[config.mk]
export PLATFORM = sky130hd
export DESIGN_NAME = pipe_hazard_ctrl
export DESIGN_NICKNAME = d
export VERILOG_FILES = /design/src/rtl/pipe_ctrl_pkg.sv /design/src/rtl/hazard_detect.sv /design/src/rtl/pipe_hazard_ctrl.sv
export SDC_FILE = /design/constraint.sdc
export NUM_CORES = 1
export LEC_CHECK = 0
export CAP_MARGIN = 20
export CORE_UTILIZATION = 41
export DETAILED_ROUTE_END_ITERATION = 12
export PLACE_DENSITY = 0.86
export SYNTH_ARGS = -nofsm -noshare
export SYNTH_HDL_FRONTEND = slang
export SYNTH_SLANG_ARGS = --single-unit
[constraint.sdc]
create_clock -name clk -period 2.1 [get_ports clk]
set_input_delay 0.21 -clock clk [delete_from_list [all_inputs] [get_ports clk]]
set_output_delay 0.21 -clock clk [all_outputs]
set_load 0.01 [all_outputs]
[src/rtl/pipe_ctrl_pkg.sv]
// Shared definitions for the MIPS32 pipeline sequencing controller and the ID decoder.
package pipe_ctrl_pkg;

    typedef enum logic [1:0] {
        RUN   = 2'd0,
        WAIT  = 2'd1,
        FAULT = 2'd2
    } ctrl_state_e;

    // Primary opcode field values shared with the ID-stage decoder.
    localparam logic [5:0]  RTYPE = 6'h00;
    localparam logic [5:0]  LW    = 6'h23;
    localparam logic [5:0]  SW    = 6'h2B;
    localparam logic [5:0]  BEQ   = 6'h04;
    localparam logic [31:0] NOP   = 32'h0000_0000;

    localparam int          DEFAULT_TIMEOUT = 16;
    localparam int          REG_W           = 5;
    localparam logic [REG_W-1:0] REG_ZERO   = '0;

    function automatic logic is_memop(input logic rd, input logic wr);
        return rd | wr;
    endfunction

endpackage

[src/rtl/hazard_detect.sv]
// Combinational load-use and taken-branch evaluation for the pipeline controller.
module hazard_detect
    import pipe_ctrl_pkg::*;
(
    input  logic             mem_read_ex,
    input  logic [REG_W-1:0] rt_ex,
    input  logic [REG_W-1:0] rs_id,
    input  logic [REG_W-1:0] rt_id,
    input  logic             branch_mem,
    input  logic             zero_mem,
    output logic             loaduse,
    output logic             taken
);

    // $zero never creates a dependency, so a load targeting it cannot stall.
    assign loaduse = mem_read_ex & (rt_ex != REG_ZERO) &
                     ((rt_ex == rs_id) | (rt_ex == rt_id));
    assign taken   = branch_mem & zero_mem;

endmodule

[src/rtl/pipe_hazard_ctrl.sv]
// Pipeline sequencing controller: load-use bubbles, branch flushes, dmem waits with timeout.
// Optional perf counters (stall_cycles, flush_count) built when PIPE_HAZARD_PERF_EN is defined.
module pipe_hazard_ctrl
    import pipe_ctrl_pkg::*;
#(
    parameter int TIMEOUT_CYCLES = DEFAULT_TIMEOUT,
    parameter int CNT_W          = 5,
    parameter int PERF_W         = 32
) (
    input  logic             clk,
    input  logic             reset,
    input  logic             MemRead_EX,
    input  logic [REG_W-1:0] Rt_EX,
    input  logic [REG_W-1:0] Rs_ID,
    input  logic [REG_W-1:0] Rt_ID,
    input  logic             Branch_MEM,
    input  logic             Zero_MEM,
    input  logic             MemRead_MEM,
    input  logic             MemWrite_MEM,
    input  logic             dmem_ack,
    output logic             PCWrite,
    output logic             IFID_Write,
    output logic             IDEX_Bubble,
    output logic             IFID_Flush,
    output logic             IDEX_Flush,
    output logic             EXMEM_Flush,
    output logic             Stall_All,
    output logic             dmem_req,
    output logic             mem_fault
`ifdef PIPE_HAZARD_PERF_EN
    ,
    output logic [PERF_W-1:0] stall_cycles,
    output logic [PERF_W-1:0] flush_count
`endif
);

    localparam logic [CNT_W-1:0] TIMEOUT_C = CNT_W'(TIMEOUT_CYCLES);

    if (TIMEOUT_CYCLES < 1 || TIMEOUT_CYCLES > (2**CNT_W) - 1 || PERF_W < 1) begin : g_bad_cfg
        $error("pipe_hazard_ctrl: illegal TIMEOUT_CYCLES/CNT_W/PERF_W");
    end

    ctrl_state_e      state;
    logic [CNT_W-1:0] wait_cnt;
    logic             loaduse;
    logic             taken;
    logic             memop;

    hazard_detect u_hazard_detect (
        .mem_read_ex (MemRead_EX),
        .rt_ex       (Rt_EX),
        .rs_id       (Rs_ID),
        .rt_id       (Rt_ID),
        .branch_mem  (Branch_MEM),
        .zero_mem    (Zero_MEM),
        .loaduse     (loaduse),
        .taken       (taken)
    );

    assign memop = is_memop(MemRead_MEM, MemWrite_MEM);

    always_ff @(posedge clk) begin
        if (reset) begin
            state    <= RUN;
            wait_cnt <= '0;
        end else begin
            case (state)
                RUN: begin
                    if (memop && !dmem_ack) begin
                        state    <= WAIT;
                        wait_cnt <= CNT_W'(1);
                    end
                end
                WAIT: begin
                    if (dmem_ack) begin
                        state    <= RUN;
                        wait_cnt <= '0;
                    end else if (wait_cnt == TIMEOUT_C) begin
                        state <= FAULT;
                    end else begin
                        wait_cnt <= wait_cnt + 1'b1;
                    end
                end
                FAULT:   state <= FAULT;
                default: begin
                    state    <= RUN;
                    wait_cnt <= '0;
                end
            endcase
        end
    end

    // Stall has absolute priority: a frozen pipeline must not flush or bubble.
    always_comb begin
        PCWrite     = 1'b0;
        IFID_Write  = 1'b0;
        IDEX_Bubble = 1'b0;
        IFID_Flush  = 1'b0;
        IDEX_Flush  = 1'b0;
        EXMEM_Flush = 1'b0;
        Stall_All   = 1'b0;
        dmem_req    = 1'b0;
        mem_fault   = 1'b0;
        if (!reset) begin
            case (state)
                RUN: begin
                    dmem_req  = memop;
                    Stall_All = memop & ~dmem_ack;
                end
                WAIT: begin
                    dmem_req  = 1'b1;
                    Stall_All = ~dmem_ack;
                end
                FAULT: begin
                    Stall_All = 1'b1;
                    mem_fault = 1'b1;
                end
                default: ;
            endcase
            if (!Stall_All) begin
                if (taken) begin
                    IFID_Flush  = 1'b1;
                    IDEX_Flush  = 1'b1;
                    EXMEM_Flush = 1'b1;
                    PCWrite     = 1'b1;
                    IFID_Write  = 1'b1;
                end else if (loaduse) begin
                    IDEX_Bubble = 1'b1;
                end else begin
                    PCWrite    = 1'b1;
                    IFID_Write = 1'b1;
                end
            end
        end
    end

`ifdef PIPE_HAZARD_PERF_EN
    function automatic logic [PERF_W-1:0] sat_inc(input logic [PERF_W-1:0] v);
        return (&v) ? v : v + 1'b1;
    endfunction

    always_ff @(posedge clk) begin
        if (reset) begin
            stall_cycles <= '0;
            flush_count  <= '0;
        end else begin
            if (Stall_All || IDEX_Bubble) stall_cycles <= sat_inc(stall_cycles);
            if (IFID_Flush)               flush_count  <= sat_inc(flush_count);
        end
    end
`endif

endmodule

==> impl_metrics.xml, run 1 <==
<?xml version="1.0" encoding="UTF-8"?>
<metrics>
  <group name="run_status">
    <metric name="result_of_the_run" unit="">finished, final reports clean</metric>
  </group>
  <group name="die">
    <metric name="core_area" unit="mm2">0.00135</metric>
    <metric name="rows" unit="">13</metric>
    <metric name="die_x" unit="um">41.0</metric>
    <metric name="design.die.area" unit="mm2">0.00168</metric>
    <metric name="initial_utilization" unit="">0.462</metric>
    <metric name="boundaryPins" unit="">32</metric>
    <metric name="die-height" unit="um">41.0</metric>
  </group>
  <group name="timing">
    <metric name="finClkSkew" unit="ps">0.342</metric>
    <metric name="hold_violations" unit="">0</metric>
    <metric name="maxSlewViolCount" unit="">0</metric>
    <metric name="grt_setup_unrepaired" unit="">yes</metric>
    <metric name="worst_slew_pin_slew" unit="ps">291</metric>
    <metric name="fin_crit_sh" unit="">0.976</metric>
    <metric name="clock.fmax" unit="GHz">0.488</metric>
    <metric name="finalWorstPathRequiredPeriod" unit="ps">2050</metric>
    <metric name="relSlewSlack" unit="">0.805</metric>
    <metric name="setup_viol" unit="">0</metric>
  </group>
  <group name="finish">
    <metric name="nFillCells" unit="">106</metric>
    <metric name="nNetsFinal" unit="">142</metric>
    <metric name="post_layout_instance_count_excluding_filler_cells" unit="">131</metric>
    <metric name="flow.area_growth_from_synthesis" unit="%">58.8</metric>
    <metric name="num_antenna_cells" unit="">0</metric>
    <metric name="post_route_cell_area" unit="um2">990</metric>
    <metric name="drive_above_1_share" unit="">0.164</metric>
  </group>
  <group name="setup_path">
    <metric name="critPathCaptureType" unit="">primary output</metric>
    <metric name="critical_path.n_buffers_inverters" unit="">2</metric>
    <metric name="critical-path-slowest-cell" unit="">sky130_fd_sc_hd__or4_1</metric>
    <metric name="r2r_slack" unit="ps">510</metric>
    <metric name="crit_path_cell_trace" unit="">clkdlybuf4s50_1, or4_1, o211ai_1, o21ba_2, dlygate4sd2_1</metric>
    <metric name="worst_r2r_dst" unit="">wait_cnt[3]</metric>
    <metric name="critical_path_peak_fanout" unit="">2</metric>
    <metric name="reg2reg_from" unit="">wait_cnt[0]</metric>
    <metric name="timing.critical_path.from_type" unit="">input pin</metric>
    <metric name="worst_path_dominant_cell_family" unit="">buffers and inverters</metric>
    <metric name="worst_ep_required_time" unit="ps">1890</metric>
    <metric name="setup.worst_path.end" unit="">PCWrite</metric>
    <metric name="cp.depth" unit="">5</metric>
    <metric name="worst-r2r-cell-count" unit="">6</metric>
    <metric name="critPathLaunch" unit="">Rt_EX[1]</metric>
    <metric name="setup.worst_path.class" unit="">input pin to primary output</metric>
    <metric name="crit_arrival" unit="ps">1840</metric>
    <metric name="max_stage_delay" unit="ps">550</metric>
  </group>
  <group name="logic_synthesis">
    <metric name="netlist_top_cells_area" unit="">sky130_fd_sc_hd__dfxtp_1, sky130_fd_sc_hd__xor2_1, sky130_fd_sc_hd__nor2_1</metric>
    <metric name="muxShareOfSynthArea" unit="">0.0161</metric>
    <metric name="syn-num-nets" unit="">104</metric>
    <metric name="syn_area_per_cell" unit="um2">7.89</metric>
    <metric name="synth.most_common_cell" unit="">sky130_fd_sc_hd__xor2_1</metric>
    <metric name="synthDominantCellAreaShare" unit="">0.225</metric>
    <metric name="ys_top_cells_by_count" unit="">sky130_fd_sc_hd__xor2_1, sky130_fd_sc_hd__dfxtp_1, sky130_fd_sc_hd__nor2_1, sky130_fd_sc_hd__nand2_1, sky130_fd_sc_hd__a21oi_1</metric>
    <metric name="dominant_combinational_cell_family_by_area_after_synthesis" unit="">simple AND/OR/NAND/NOR gates</metric>
    <metric name="synthXorXnorAreaFrac" unit="">0.141</metric>
    <metric name="synth_compound_area_frac" unit="">0.181</metric>
    <metric name="yosys.area_share.simple" unit="">0.311</metric>
    <metric name="postSynth.asyncResetShare" unit="">0</metric>
    <metric name="ys_types" unit="">34</metric>
    <metric name="synth_seq_cells" unit="">7</metric>
    <metric name="yosys.area_share.adder" unit="">0.0402</metric>
    <metric name="share_of_synthesized_area_occupied_by_flip_flops_and_latches" unit="">0.225</metric>
    <metric name="yosys_warnings" unit="">0</metric>
    <metric name="synth_area" unit="um2">623</metric>
    <metric name="postSynth.topFlopCell" unit="">sky130_fd_sc_hd__dfxtp_1</metric>
    <metric name="netlist_instances" unit="">79</metric>
    <metric name="netlist.top_cell.by_area" unit="">sky130_fd_sc_hd__dfxtp_1</metric>
    <metric name="synth-edff-count" unit="">0</metric>
  </group>
  <group name="placed_design">
    <metric name="placed_cells_incl_taps" unit="">126</metric>
    <metric name="gpl.final_weighted_congestion" unit="">0.756</metric>
    <metric name="place.port_buffers" unit="">31</metric>
    <metric name="detailed_place_hpwl" unit="um">1320</metric>
    <metric name="placed_cell_area" unit="um2">966</metric>
  </group>
  <group name="power">
    <metric name="combinationalPowerShare" unit="">0.337</metric>
    <metric name="power.share.switching" unit="">0.253</metric>
    <metric name="vdd.ir_drop.worst" unit="mV">0.309</metric>
    <metric name="power.density_cell_area" unit="mW/mm2">390</metric>
    <metric name="share_seq_of_total_power" unit="">0.370</metric>
    <metric name="power_report.internal_total" unit="uW">289</metric>
    <metric name="power.net_switching" unit="uW">97.7</metric>
    <metric name="clock_power_share" unit="">0.293</metric>
    <metric name="leakage_power_figure" unit="nW">0.398</metric>
  </group>
  <group name="grt">
    <metric name="grtUsageMet3" unit="">0.0543</metric>
    <metric name="grt_max_degree" unit="">11</metric>
    <metric name="gr-usage-met1" unit="">0.225</metric>
    <metric name="first_global_vias" unit="">620</metric>
    <metric name="grt-busiest-layer" unit="">met2</metric>
    <metric name="groute.layer.met2.usage" unit="">0.434</metric>
    <metric name="grt_pass1_wl" unit="um">2490</metric>
    <metric name="global_route_overflow" unit="">0</metric>
    <metric name="grt_antenna_before_repair" unit="">0</metric>
    <metric name="grt_util_all_layers" unit="">0.229</metric>
  </group>
  <group name="clock_network">
    <metric name="cts-buffers-inserted" unit="">3</metric>
    <metric name="clkSlewWorstSetupHoldPaths" unit="ps">50</metric>
    <metric name="cts_hold_buffers" unit="">0</metric>
    <metric name="cts_max_level" unit="">1</metric>
    <metric name="worst_skew_pair.late_latency" unit="ps">240</metric>
    <metric name="cts.sinks" unit="">7</metric>
    <metric name="ctsLongestPathBuffers" unit="">2</metric>
    <metric name="cts_tree" unit="">yes</metric>
    <metric name="cts_root_buf" unit="">sky130_fd_sc_hd__clkbuf_4</metric>
  </group>
  <group name="hold_path">
    <metric name="worst_hold_path_type" unit="">register to register</metric>
    <metric name="min_delay_path_depth" unit="">1</metric>
  </group>
  <group name="routing">
    <metric name="drt_pre_antenna_iters" unit="">4</metric>
    <metric name="post_detailed_route_count_of_antenna_violating_nets" unit="">0</metric>
    <metric name="route.detailed.wl_per_inst" unit="um">13.4</metric>
    <metric name="drt-initial-drc-count" unit="">26</metric>
    <metric name="drcViolationCount" unit="">0</metric>
    <metric name="postRouteWirelength" unit="um">1750</metric>
    <metric name="detailroute.via_count" unit="">705</metric>
    <metric name="post_drt_via_cell_ratio" unit="">5.38</metric>
  </group>
  <group name="job">
    <metric name="max-cap-violations" unit="">0</metric>
  </group>
</metrics>
[cell type report]
type | count | area [um2] | area share
clock buffers | 4 | 26.3 | 0.0265
inverters | 2 | 7.51 | 0.00759
multi-input cells | 63 | 429 | 0.434
flip-flops and latches | 7 | 141 | 0.143
well taps | 15 | 18.8 | 0.0190
repair buffers | 40 | 367 | 0.370
[metrics by stage]
step / utilization / setup TNS, ps / power (mW) / hold slack [ps] / setup slack (ps)
floorplan: - / 0 / 0.197 / 414 / 506
global placement: 0.715 / -474 / 0.272 / 472 / -173
detailed placement: 0.715 / -629 / 0.275 / 483 / -189
CTS: 0.736 / 0 / 0.391 / 490 / 33.8
global route: 0.733 / -18.7 / 0.413 / 522 / -10.5
finish: 0.733 / 0 / 0.386 / 496 / 50.9
[timing repair]
| item | 4_1_cts | 5_1_grt |
|---|---|---|
| pin swaps | 0 | 1 |
| setup endpoints to repair | 6 | 1 |
| buffers inserted | 1 | 0 |
| gates resized for setup | 7 | 2 |
[power groups by stage]
stage	clock, mW	combinational [mW]	sequential (mW)
2_1_floorplan	0	0.0549	0.142
3_3_place_gp	0	0.127	0.145
3_5_place_dp	0	0.130	0.145
4_1_cts	0.120	0.129	0.143
5_1_grt	0.130	0.140	0.143
6_report	0.113	0.130	0.143
[worst min path at each step]
stage | endpoint | from | slack [ps]
after floorplan | wait_cnt[1] | dmem_ack | 410
after global placement | wait_cnt[4] | wait_cnt[4] | 470
after detailed placement | wait_cnt[4] | wait_cnt[4] | 480
after CTS | wait_cnt[4] | wait_cnt[4] | 490
after global routing | wait_cnt[4] | wait_cnt[4] | 520
final | wait_cnt[4] | wait_cnt[4] | 500
[routing by layer]
metal  part of all wire  up-vias  wire [um]
li1                   -      351          -
met1               0.38      313        657
met2               0.51       39        893
met3               0.10        2        183
met4             0.0080        0         14
met5                  0        -          0
[worst reg2reg max path, delay by kind of cell (launching register included)]
family / cells / cell delay [ps]
AOI/OAI and AO/OA: 1 / 140
adders and majority gates: 1 / 190
buffers and inverters: 1 / 70
DFF: 1 / 440
and+or+nand+nor: 3 / 600
[logic make-up (layout without fill, tap and decap cells)]
kind of cell,after synthesis,count (layout)
and+or+nand+nor,34,34
AOI/OAI and AO/OA,16,16
xor gates and xnor gates,10,10
buffers and inverters,9,46
DFF,7,7
adders and majority gates,2,2
muxes,1,1
[flip-flops by register name, indices dropped and copies added, names as in the netlist]
name      flops
state         2
wait_cnt      5
[cells in the final DEF (no fill, tap or decap), types with 2 or more instances in the layout]
cell type / synthesis / layout
sky130_fd_sc_hd__nand2_1: 6 / 6
sky130_fd_sc_hd__nor2_1: 7 / 7
sky130_fd_sc_hd__buf_4: 3 / 9
sky130_fd_sc_hd__nand3_1: 2 / 2
sky130_fd_sc_hd__dlygate4sd2_1: 0 / 5
sky130_fd_sc_hd__clkbuf_4: 0 / 3
sky130_fd_sc_hd__a21oi_1: 5 / 5
sky130_fd_sc_hd__dfxtp_1: 7 / 6
sky130_fd_sc_hd__clkdlybuf4s50_1: 0 / 25
sky130_fd_sc_hd__nor3_1: 4 / 4
sky130_fd_sc_hd__o21ai_0: 2 / 2
sky130_fd_sc_hd__a41oi_1: 2 / 2
sky130_fd_sc_hd__nor2b_1: 3 / 3
sky130_fd_sc_hd__and3_1: 2 / 2
sky130_fd_sc_hd__ha_1: 2 / 2
sky130_fd_sc_hd__inv_1: 2 / 2
sky130_fd_sc_hd__xor2_1: 10 / 10
sky130_fd_sc_hd__a311oi_1: 2 / 2
(Power assumes the default switching activity.)
==> run 2: changes to the inputs <==
--- a/config.mk
+++ b/config.mk
@@ -12,3 +12,4 @@
 export SYNTH_ARGS = -nofsm -noshare
 export SYNTH_HDL_FRONTEND = slang
 export SYNTH_SLANG_ARGS = --single-unit
+export TNS_END_PERCENT = 1
==> run 2 against run 1 <==
  * Critical path type unchanged
  * Wire length decreased by 5.0%
  * Combinational power hardly changed
  * Non-clock buffer count down 1
  * Largest cell class unchanged
  * Design area fell by 0.38%
  * Setup slack gained 24 ps
==> impl_metrics.xml, run 2 (same netlist as run 1, synthesis figures left out) <==
<?xml version="1.0" encoding="UTF-8"?>
<metrics>
  <group name="timing">
    <metric name="setup_total_negative_slack" unit="ps">0</metric>
    <metric name="grt_setup_unrepaired" unit="">no</metric>
    <metric name="fin_crit_sh" unit="">0.964</metric>
    <metric name="clock.fmax" unit="GHz">0.494</metric>
    <metric name="worst_slew_pin_slew" unit="ps">315</metric>
    <metric name="final.setup.worst_slack" unit="ps">74.8</metric>
    <metric name="finalWorstPathRequiredPeriod" unit="ps">2030</metric>
    <metric name="setup_viol" unit="">0</metric>
    <metric name="finClkSkew" unit="ps">0.342</metric>
    <metric name="maxSlewViolCount" unit="">0</metric>
    <metric name="hold_violations" unit="">0</metric>
    <metric name="relSlewSlack" unit="">0.789</metric>
  </group>
  <group name="die">
    <metric name="core_area" unit="mm2">0.00135</metric>
    <metric name="initial_utilization" unit="">0.462</metric>
    <metric name="die-height" unit="um">41.0</metric>
    <metric name="rows" unit="">13</metric>
    <metric name="die_x" unit="um">41.0</metric>
    <metric name="design.die.area" unit="mm2">0.00168</metric>
    <metric name="boundaryPins" unit="">32</metric>
  </group>
  <group name="clock_network">
    <metric name="cts_tree" unit="">yes</metric>
    <metric name="ctsLongestPathBuffers" unit="">2</metric>
    <metric name="clkSlewWorstSetupHoldPaths" unit="ps">50</metric>
    <metric name="cts_root_buf" unit="">sky130_fd_sc_hd__clkbuf_4</metric>
    <metric name="cts-buffers-inserted" unit="">3</metric>
    <metric name="cts_max_level" unit="">1</metric>
    <metric name="worst_skew_pair.late_latency" unit="ps">240</metric>
    <metric name="cts.sinks" unit="">7</metric>
    <metric name="cts_hold_buffers" unit="">0</metric>
  </group>
  <group name="setup_path">
    <metric name="setup.worst_path.class" unit="">input pin to primary output</metric>
    <metric name="critical_path_peak_fanout" unit="">2</metric>
    <metric name="critical-path-slowest-cell" unit="">sky130_fd_sc_hd__or4_1</metric>
    <metric name="worst_ep_required_time" unit="ps">1890</metric>
    <metric name="max_stage_delay" unit="ps">540</metric>
    <metric name="crit_path_cell_trace" unit="">clkdlybuf4s50_1, or4_1, o211ai_1, o21ba_2, dlygate4sd2_1</metric>
    <metric name="timing.critical_path.from_type" unit="">input pin</metric>
    <metric name="crit_arrival" unit="ps">1820</metric>
    <metric name="critPathCaptureType" unit="">primary output</metric>
  </group>
  <group name="grt">
    <metric name="global_route_overflow" unit="">0</metric>
    <metric name="grt_max_degree" unit="">11</metric>
    <metric name="grt_util_all_layers" unit="">0.218</metric>
    <metric name="grt_pass1_wl" unit="um">2390</metric>
    <metric name="first_global_vias" unit="">597</metric>
    <metric name="grt_antenna_before_repair" unit="">0</metric>
  </group>
  <group name="routing">
    <metric name="drcViolationCount" unit="">0</metric>
    <metric name="postRouteWirelength" unit="um">1660</metric>
    <metric name="drt-initial-drc-count" unit="">26</metric>
    <metric name="drt_pre_antenna_iters" unit="">4</metric>
    <metric name="post_drt_via_cell_ratio" unit="">5.38</metric>
    <metric name="post_detailed_route_count_of_antenna_violating_nets" unit="">0</metric>
    <metric name="route.detailed.wl_per_inst" unit="um">12.8</metric>
    <metric name="detailroute.via_count" unit="">699</metric>
  </group>
  <group name="power">
    <metric name="clock_power_share" unit="">0.295</metric>
    <metric name="vdd.ir_drop.worst" unit="mV">0.309</metric>
    <metric name="combinationalPowerShare" unit="">0.332</metric>
    <metric name="power.net_switching" unit="uW">96.2</metric>
    <metric name="power.share.switching" unit="">0.251</metric>
    <metric name="share_seq_of_total_power" unit="">0.373</metric>
    <metric name="leakage_power_figure" unit="nW">0.397</metric>
    <metric name="power.density_cell_area" unit="mW/mm2">389</metric>
    <metric name="power_report.internal_total" unit="uW">287</metric>
  </group>
  <group name="job">
    <metric name="max-cap-violations" unit="">0</metric>
  </group>
  <group name="finish">
    <metric name="nNetsFinal" unit="">141</metric>
    <metric name="multiInputGateArea" unit="um2">429</metric>
    <metric name="drive_above_1_share" unit="">0.148</metric>
    <metric name="num_antenna_cells" unit="">0</metric>
    <metric name="reg.largest.list" unit="">wait_cnt: 5 flops, state: 2 flops</metric>
    <metric name="layout_commonest_cell" unit="">sky130_fd_sc_hd__clkdlybuf4s50_1</metric>
    <metric name="largest_register_ffs" unit="">5</metric>
    <metric name="top_register" unit="">wait_cnt</metric>
    <metric name="post_layout_instance_count_excluding_filler_cells" unit="">130</metric>
    <metric name="mostFrequentLayoutCells" unit="">sky130_fd_sc_hd__clkdlybuf4s50_1, sky130_fd_sc_hd__xor2_1, sky130_fd_sc_hd__buf_4</metric>
    <metric name="nFillCells" unit="">104</metric>
    <metric name="flow.area_growth_from_synthesis" unit="%">58.2</metric>
    <metric name="seq_area" unit="um2">141</metric>
  </group>
  <group name="placed_design">
    <metric name="place_ws" unit="ps">-189</metric>
    <metric name="placed_cells_incl_taps" unit="">126</metric>
    <metric name="detailed_place_hpwl" unit="um">1320</metric>
    <metric name="place.port_buffers" unit="">31</metric>
    <metric name="gpl.final_weighted_congestion" unit="">0.756</metric>
  </group>
  <group name="hold_path">
    <metric name="worst_hold_path_type" unit="">register to register</metric>
  </group>
  <group name="run_status">
    <metric name="result_of_the_run" unit="">finished, final reports clean</metric>
  </group>
</metrics>
-- run 2: metrics by stage --
stage / utilization / total power [mW] / cell area [um2] / hold slack, ps
floorplan: - / 0.197 / 623 / 414
global placement: 0.715 / 0.272 / 966 / 472
detailed placement: 0.715 / 0.275 / 966 / 483
CTS: 0.730 / 0.389 / 986 / 490
global route: 0.730 / 0.411 / 986 / 522
finish: 0.730 / 0.383 / 986 / 491
-- run 2: area by class of cell --
cell class	instances	share of cell area
inverters	2	0.00761
clock buffers	4	0.0266
flip-flops and latches	7	0.143
repair buffers	39	0.368
multi-input cells	63	0.435
well taps	15	0.0190
-- run 2: layer usage --
metal	vias to the layer above	wire [um]	global-route usage
li1	350	-	-
met1	303	648	0.225
met2	44	806	0.395
met3	2	192	0.0543
met4	0	14	0.117
met5	-	0	0
-- run 2: final timing paths --
| path | from | end | slack [ps] | depth (start not counted) |
|---|---|---|---|---|
| max | Rt_EX[1] | PCWrite | 70 | 5 |
| min | wait_cnt[4] | wait_cnt[4] | 490 | 1 |
| min reg2reg | wait_cnt[4] | wait_cnt[4] | 490 | 1 |
| max reg2reg | wait_cnt[0] | wait_cnt[3] | 500 | 6 |
-- run 2: power groups by stage --
| stage | sequential, mW | clock [mW] | combinational [mW] |
|---|---|---|---|
| floorplan | 0.142 | 0 | 0.0549 |
| global placement | 0.145 | 0 | 0.127 |
| detailed placement | 0.145 | 0 | 0.130 |
| CTS | 0.143 | 0.120 | 0.127 |
| global route | 0.143 | 0.130 | 0.138 |
| finish | 0.143 | 0.113 | 0.127 |
-- run 2: what timing repair did --
action,in CTS,in global routing
resized for setup,7,0
buffers inserted,0,0
endpoints found under the hold margin,0,0
endpoints found under the setup margin,6,0
-- run 2: critical path: cells and delay by family --
kind | cells | cell delay, ps
AOI/OAI and AO/OA | 2 | 380
buffers and inverters | 2 | 680
and+or+nand+nor | 1 | 540
